==> src/rtl/abc_sweeper.sv <==
// Exhaustive 3-input stimulus sweeper: drives {A,B,C}=0..7 for HOLD cycles each and captures F/G per vector.
// Latency: done rises 8*HOLD edges after the start edge; A/B/C/index/tables are registered outputs.
// No backpressure: start is honoured only in IDLE/DONE, abort only in DRIVE (abort pre-empts a same-edge capture).
module abc_sweeper #(
    parameter int HOLD = 5
) (
    input  logic       clk,
    input  logic       resetn,
    input  logic       start,
    input  logic       abort,
    output logic       A,
    output logic       B,
    output logic       C,
    input  logic       F,
    input  logic       G,
    output logic [2:0] index,
    output logic [7:0] f_table,
    output logic [7:0] g_table,
    output logic       busy,
    output logic       done
);

    typedef enum logic [1:0] {
        IDLE  = 2'd0,
        DRIVE = 2'd1,
        DONE  = 2'd2
    } state_t;

    localparam logic [7:0] HOLD_LAST = 8'(HOLD - 1);

    state_t     state_q, state_d;
    logic [2:0] index_q, index_d;
    logic [7:0] hold_q,  hold_d;
    logic [7:0] f_q,     f_d;
    logic [7:0] g_q,     g_d;

    always_ff @(posedge clk or negedge resetn) begin
        if (!resetn) begin
            state_q <= IDLE;
            index_q <= 3'd0;
            hold_q  <= 8'd0;
            f_q     <= 8'd0;
            g_q     <= 8'd0;
        end else begin
            state_q <= state_d;
            index_q <= index_d;
            hold_q  <= hold_d;
            f_q     <= f_d;
            g_q     <= g_d;
        end
    end

    always_comb begin
        state_d = state_q;
        index_d = index_q;
        hold_d  = hold_q;
        f_d     = f_q;
        g_d     = g_q;
        case (state_q)
            IDLE, DONE: begin
                // a simultaneous abort is meaningless outside DRIVE, so start wins
                if (start) begin
                    state_d = DRIVE;
                    index_d = 3'd0;
                    hold_d  = 8'd0;
                    f_d     = 8'd0;
                    g_d     = 8'd0;
                end
            end
            DRIVE: begin
                if (abort) begin
                    state_d = IDLE;
                    index_d = 3'd0;
                    hold_d  = 8'd0;
                end else if (hold_q == HOLD_LAST) begin
                    f_d[index_q] = F;
                    g_d[index_q] = G;
                    hold_d       = 8'd0;
                    if (index_q == 3'd7) begin
                        state_d = DONE;
                        index_d = 3'd0;
                    end else begin
                        index_d = index_q + 3'd1;
                    end
                end else begin
                    hold_d = hold_q + 8'd1;
                end
            end
            default: begin
                state_d = IDLE;
                index_d = 3'd0;
                hold_d  = 8'd0;
            end
        endcase
    end

    assign {A, B, C} = index_q;
    assign index     = index_q;
    assign f_table   = f_q;
    assign g_table   = g_q;
    assign busy      = (state_q == DRIVE);
    assign done      = (state_q == DONE);

endmodule

==> config.mk <==
export PLATFORM = sky130hd
export DESIGN_NAME = abc_sweeper
export DESIGN_NICKNAME = d
export VERILOG_FILES = /design/src/rtl/abc_sweeper.sv
export SDC_FILE = /design/constraint.sdc
export NUM_CORES = 1
export LEC_CHECK = 0
export CAP_MARGIN = 20
export CORE_ASPECT_RATIO = 1.4
export CORE_UTILIZATION = 55
export DETAILED_ROUTE_END_ITERATION = 10
export PLACE_DENSITY = 0.84
export RECOVER_POWER = 25
export SLEW_MARGIN = 20
export SYNTH_ARGS = -nofsm -noshare
export SYNTH_HDL_FRONTEND = slang
export SYNTH_SLANG_ARGS = --single-unit
==> constraint.sdc <==
create_clock -name clk -period 3.5 [get_ports clk]
set_clock_uncertainty 0.15 [all_clocks]
set_input_delay 0.525 -clock clk [delete_from_list [all_inputs] [get_ports clk]]
set_output_delay 0.525 -clock clk [all_outputs]
set_load 0.005 [all_outputs]
Yosys cells after proc, flatten, opt, wreduce, memory -nomap -nowiden
Cells that the tools add are included.
{"block": "op_classes", "div_mod_pow": 0, "n_reduce_logical": 7, "magnitude_cmp": 2, "mul": 0, "shifts": 0, "add_sub_neg": 2, "eq_ne": 9, "mux": 24, "bitwise_logic": 0}
{"cell": "two-way mux 8 bit", "n": 7}
{"cell": "one-hot mux 8 bit (2 select lines)", "n": 3}
{"cell": "bitwise mux 8 bit", "n": 2}
{"cell": "two-way mux 3 bit", "n": 4}
{"cell": "adder 8 x 1 -> 8 bit (second input constant)", "n": 1}
{"cell": "equality test 8 x 3 -> 1 bit (second input constant)", "n": 1}
{"cell": "two-way mux 2 bit", "n": 4}
{"cell": "!= test 3 x 2 -> 1 bit (second input constant)", "n": 2}
{"cell": "one-hot mux 3 bit (2 select lines)", "n": 1}
{"cell": "< comparator 3 x 4 -> 1 bit (second input constant)", "n": 1}
{"cell": "!= test 2 bit (second input constant)", "n": 2}
{"cell": "one-hot mux 2 bit (2 select lines)", "n": 1}
{"cell": "AND reduction 4 bit", "n": 1}
{"cell": "adder 3 x 1 -> 3 bit (second input constant)", "n": 1}
{"cell": "demux 1 bit (select 3 bit)", "n": 1}
{"cell": "equality test 3 bit (second input constant)", "n": 1}
{"cell": "greater-or-equal comparator 3 x 1 -> 1 bit (second input constant)", "n": 1}
{"cell": "AND reduction 3 bit", "n": 1}
{"cell": "equality test 2 x 1 -> 1 bit (second input constant)", "n": 1}
{"cell": "equality test 2 bit (second input constant)", "n": 1}
{"cell": "zero test 2 bit", "n": 1}
{"cell": "!= test 2 x 1 -> 1 bit (second input constant)", "n": 1}
{"cell": "AND reduction 2 bit", "n": 1}
{"cell": "nonzero test 2 bit", "n": 1}
{"cell": "3 further kinds", "n": 3}
{"block": "word_totals", "word_cells": 49, "output_inout_bits": 24, "latchBits": 0, "memories": 0, "reg_bits": 29, "ramBits": 0, "mem_bits_ro": 0}

Longest topological paths before layout
{"block": "logic_depth", "word_depth": 8, "depth_mapped": 6, "ltp_nobuf": 5}

Worst setup path after synthesis
Ideal clock, no wire load.
{"block": "synth_path", "kind": "reg-to-reg", "from": "register hold_q[5]", "to": "register hold_q[5]", "setup_slack_ps": 1900, "period_less_slack_ps": 1600, "setup_ps": 136, "arrival_time_ps": 1314, "stages_incl_launch_ff": 4, "path_buffers": 0, "path_cell_list": "dfrtp_1 -> or4_4 -> o21ai_4 -> a22oi_1"}
{"block": "synth_between", "elab_chain_len": 4, "elab_cells_between_ends": 5, "cone_classes": "add/sub: 1; eq/ne: 1; mux: 3"}
{"item": "start: declaration", "line": "33", "source": "logic [7:0] hold_q, hold_d;"}
{"item": "start signal: assignment", "line": "47", "source": "hold_q <= hold_d;"}
{"item": "adder 8 x 1 -> 8 bit / equality test 8 x 3 -> 1 bit (equally long branches)", "line": "86, 75"}
{"item": "two-way mux 8 bit *", "line": "75", "source": "end else if (hold_q == HOLD_LAST) begin"}
{"item": "two-way mux 8 bit *", "line": "71", "source": "if (abort) begin"}
{"item": "one-hot mux 8 bit (2 select lines) *", "line": "59", "source": "case (state_q)"}
Every way passes the cells marked *; elsewhere a longest branch is shown, timed or not.
A chain may end at the register's enable or synchronous reset.

Worst setup path in the final report
{"block": "layout_path", "from": "register state_q[0]", "to": "output port busy"}
{"block": "layout_between", "elab_chain_len": 1}
{"item": "start: declaration", "line": "31", "source": "state_t state_q, state_d;"}
{"item": "start signal: assignment", "line": "45", "source": "state_q <= state_d;"}
{"item": "equality test 2 x 1 -> 1 bit", "line": "101", "source": "assign busy = (state_q == DRIVE);"}
{"item": "end: declaration", "line": "19", "source": "output logic busy,"}
No other way between the ends.

==> reports/qor.yml <==
clk_pin_slew_ps: 90
max_slew_margin: -0.0225
pin_count: 30
synth_commonest_cells: "dfrtp_1, nand2_1, mux2i_1"
arrival_ps: 1530
async_flop_share: 1.00
cts.sinks: 29
cts.repair.resized: 0
synth_top_area_share: 0.451
routed_wl_um: 3340
synth_enable_flop_cells: 0
gp_congestion: 0.786
synth_flop_cell: "dfrtp_1"
ys_warn_count: 0
criticalPathCategory: "reg2out"
cp_slowest_cell: "dfrtp_1"
worstMarginPinSlew_ps: 1530
violations: "capacitance limit, slew limit"
synth_cell_types: 35
vias: 1248
grt_max_degree: 30
syn-cell-area_sq_um: 1610
grt_pass1_wl_um: 5600
n_antenna_cell: 0
status: "finished with violations"
hold_viol_final: 0
cts_buffer_depth: 2
fin_tns_setup_ps: 0
grt_overflow_total: 0
crit_path_start_kind: "flop"
rsz0062_at_grt: "no"
cp.buffers_inverters: 1
grtUsageTotal: 0.254
whs_ps: 379
ant_nets: 0
drive_gt1_frac: 0.0838
finalSetupViolations: 0
syn-num-nets: 164
via_per_inst: 5.80
critPathMaxFanout: 11
syn_avg_cell_area_sq_um: 10.5
grt_antenna_before_repair: 0
die_y_um: 66.0
wl_per_cell_um: 15.5
maxCapViolCount: 1
drc: 0
ys_seq_area_frac: 0.451
cp_top_family: "flip-flops"
grt_pass1_vias: 1270
numCtsBuffers: 5
dr.pass1.iters: 4
cp_slowest_stage_delay_ps: 510
hpwl_um: 2520
synth_seq_cells: 29
synth_top_cell_by_area: "dfrtp_1"
drt_iter0_drc: 61
synth.area.top_cells: "dfrtp_1, mux2i_1, nand2_1, nand4_1, ha_1"
ir_worst_vdd_uv: 213
timing.final.ws_setup_ps: 1290
synth_cells: 154
cts-root-buf: "clkbuf_4"
hp-class: "reg2reg"
cts_tree: "built"
clk_latency_ps: 340
slew_viol_final: 30
syn2layout_area_growth_pct: 19.1
cellLeakagePower_nw: 0.941
fin_util: 0.711
cts_hold_buf: 0
critPathCaptureType: "output pin"
path_cells: "nor2b_1 > clkdlybuf4s50_1"
die_area_sq_um: 3150
fp.coreArea_sq_um: 2700
htreeDepth: 2
post_cts_buffers: 0
period_needed_ps: 2210
fin_nets: 188
required_ps: 2820
powerDensity_nw_per_um2: 321
finalCritPeriodShare: 0.631
max_freq_mhz: 453
dieWidth_um: 47.7
row_count: 22
synth.most_common_cell: "dfrtp_1"
initial_core_util: 0.597
dp_worst_setup_slack_ps: 972
io_buffers: 29
-- power by group --
part           leakage (nW)  switching [W]  total (W)  internal [W]
Combinational         0.508      0.0000433  0.0000683     0.0000250
Clock                0.0320       0.000117   0.000193     0.0000762
Sequential            0.401      0.0000131   0.000355      0.000342
Total                 0.941       0.000173   0.000616      0.000443
-- registers in the layout, indices dropped and copies added (netlist names) --
| name | flops |
|---|---|
| f_table | 8 |
| g_table | 8 |
| hold_q | 8 |
| index | 3 |
| state_q | 2 |
-- placed cells by master, fill, tap and decap left out, types with 5 or more instances in the layout --
| cell type | synthesis | layout |
|---|---|---|
| clkbuf_4 | 0 | 5 |
| clkdlybuf4s50_1 | 0 | 28 |
| dfrtp_1 | 29 | 29 |
| mux2i_1 | 16 | 16 |
| nand2_1 | 25 | 25 |
| nand3_1 | 5 | 5 |
| nand4_1 | 9 | 9 |
| o21ai_0 | 5 | 5 |
-- cell families after synthesis --
kind of cell    after synthesis  synth area share
mux                          16            0.0995
fa+ha+maj                     4            0.0311
compound gates               21            0.0925
simple gates                 64             0.249
buf+inv                      17            0.0606
flops                        29             0.451
xor+xnor                      3            0.0163
-- per-layer routing --
metal  GRT usage  part of all wire  up-vias
li1            -                 -      602
met1       0.263              0.38      603
met2       0.448              0.56       38
met3      0.0765             0.044        5
met4       0.104             0.016        0
met5           0                 0        -
-- worst reg2reg max path, stage by stage, from the launching register on --
cell,delay (ps)
dfrtp_1,470
nor4_4,770
nand4_1,370
mux2i_1,210
-- final timing paths --
| path | startpoint | endpoint | slack (ps) | depth (start not counted) |
|---|---|---|---|---|
| worst max register to register | hold_q[5] | g_table[1] | 1420 | 3 |
| max in group asynchronous | resetn | f_table[6] | 1360 | 2 |
| min in group asynchronous | resetn | f_table[3] | 940 | 2 |
| worst max-delay path | state_q[0] | busy | 1290 | 2 |
| worst min-delay path | f_table[4] | f_table[4] | 380 | 2 |
| worst min register to register | f_table[4] | f_table[4] | 380 | 2 |
-- metrics by stage --
step | cells | area (sq um) | total power (W)
finish | 215 | 1920 | 0.000616
global route | 215 | 1920 | 0.000648
CTS | 215 | 1920 | 0.000623
detailed placement | 207 | 1870 | 0.000431
global placement | 207 | 1870 | 0.000426
floorplan | 154 | 1610 | 0.000405
-- cell type report --
type / count / area (sq um)
Clock buffer: 6 / 41.3
Fill cell: 217 / 779
Clock inverter: 2 / 10.0
Sequential cell: 29 / 726
Timing Repair Buffer: 30 / 294
Tap cell: 36 / 45.0
Inverter: 4 / 15.0
Multi-Input combinational cell: 108 / 787
Power figures use the tool's default switching activity.
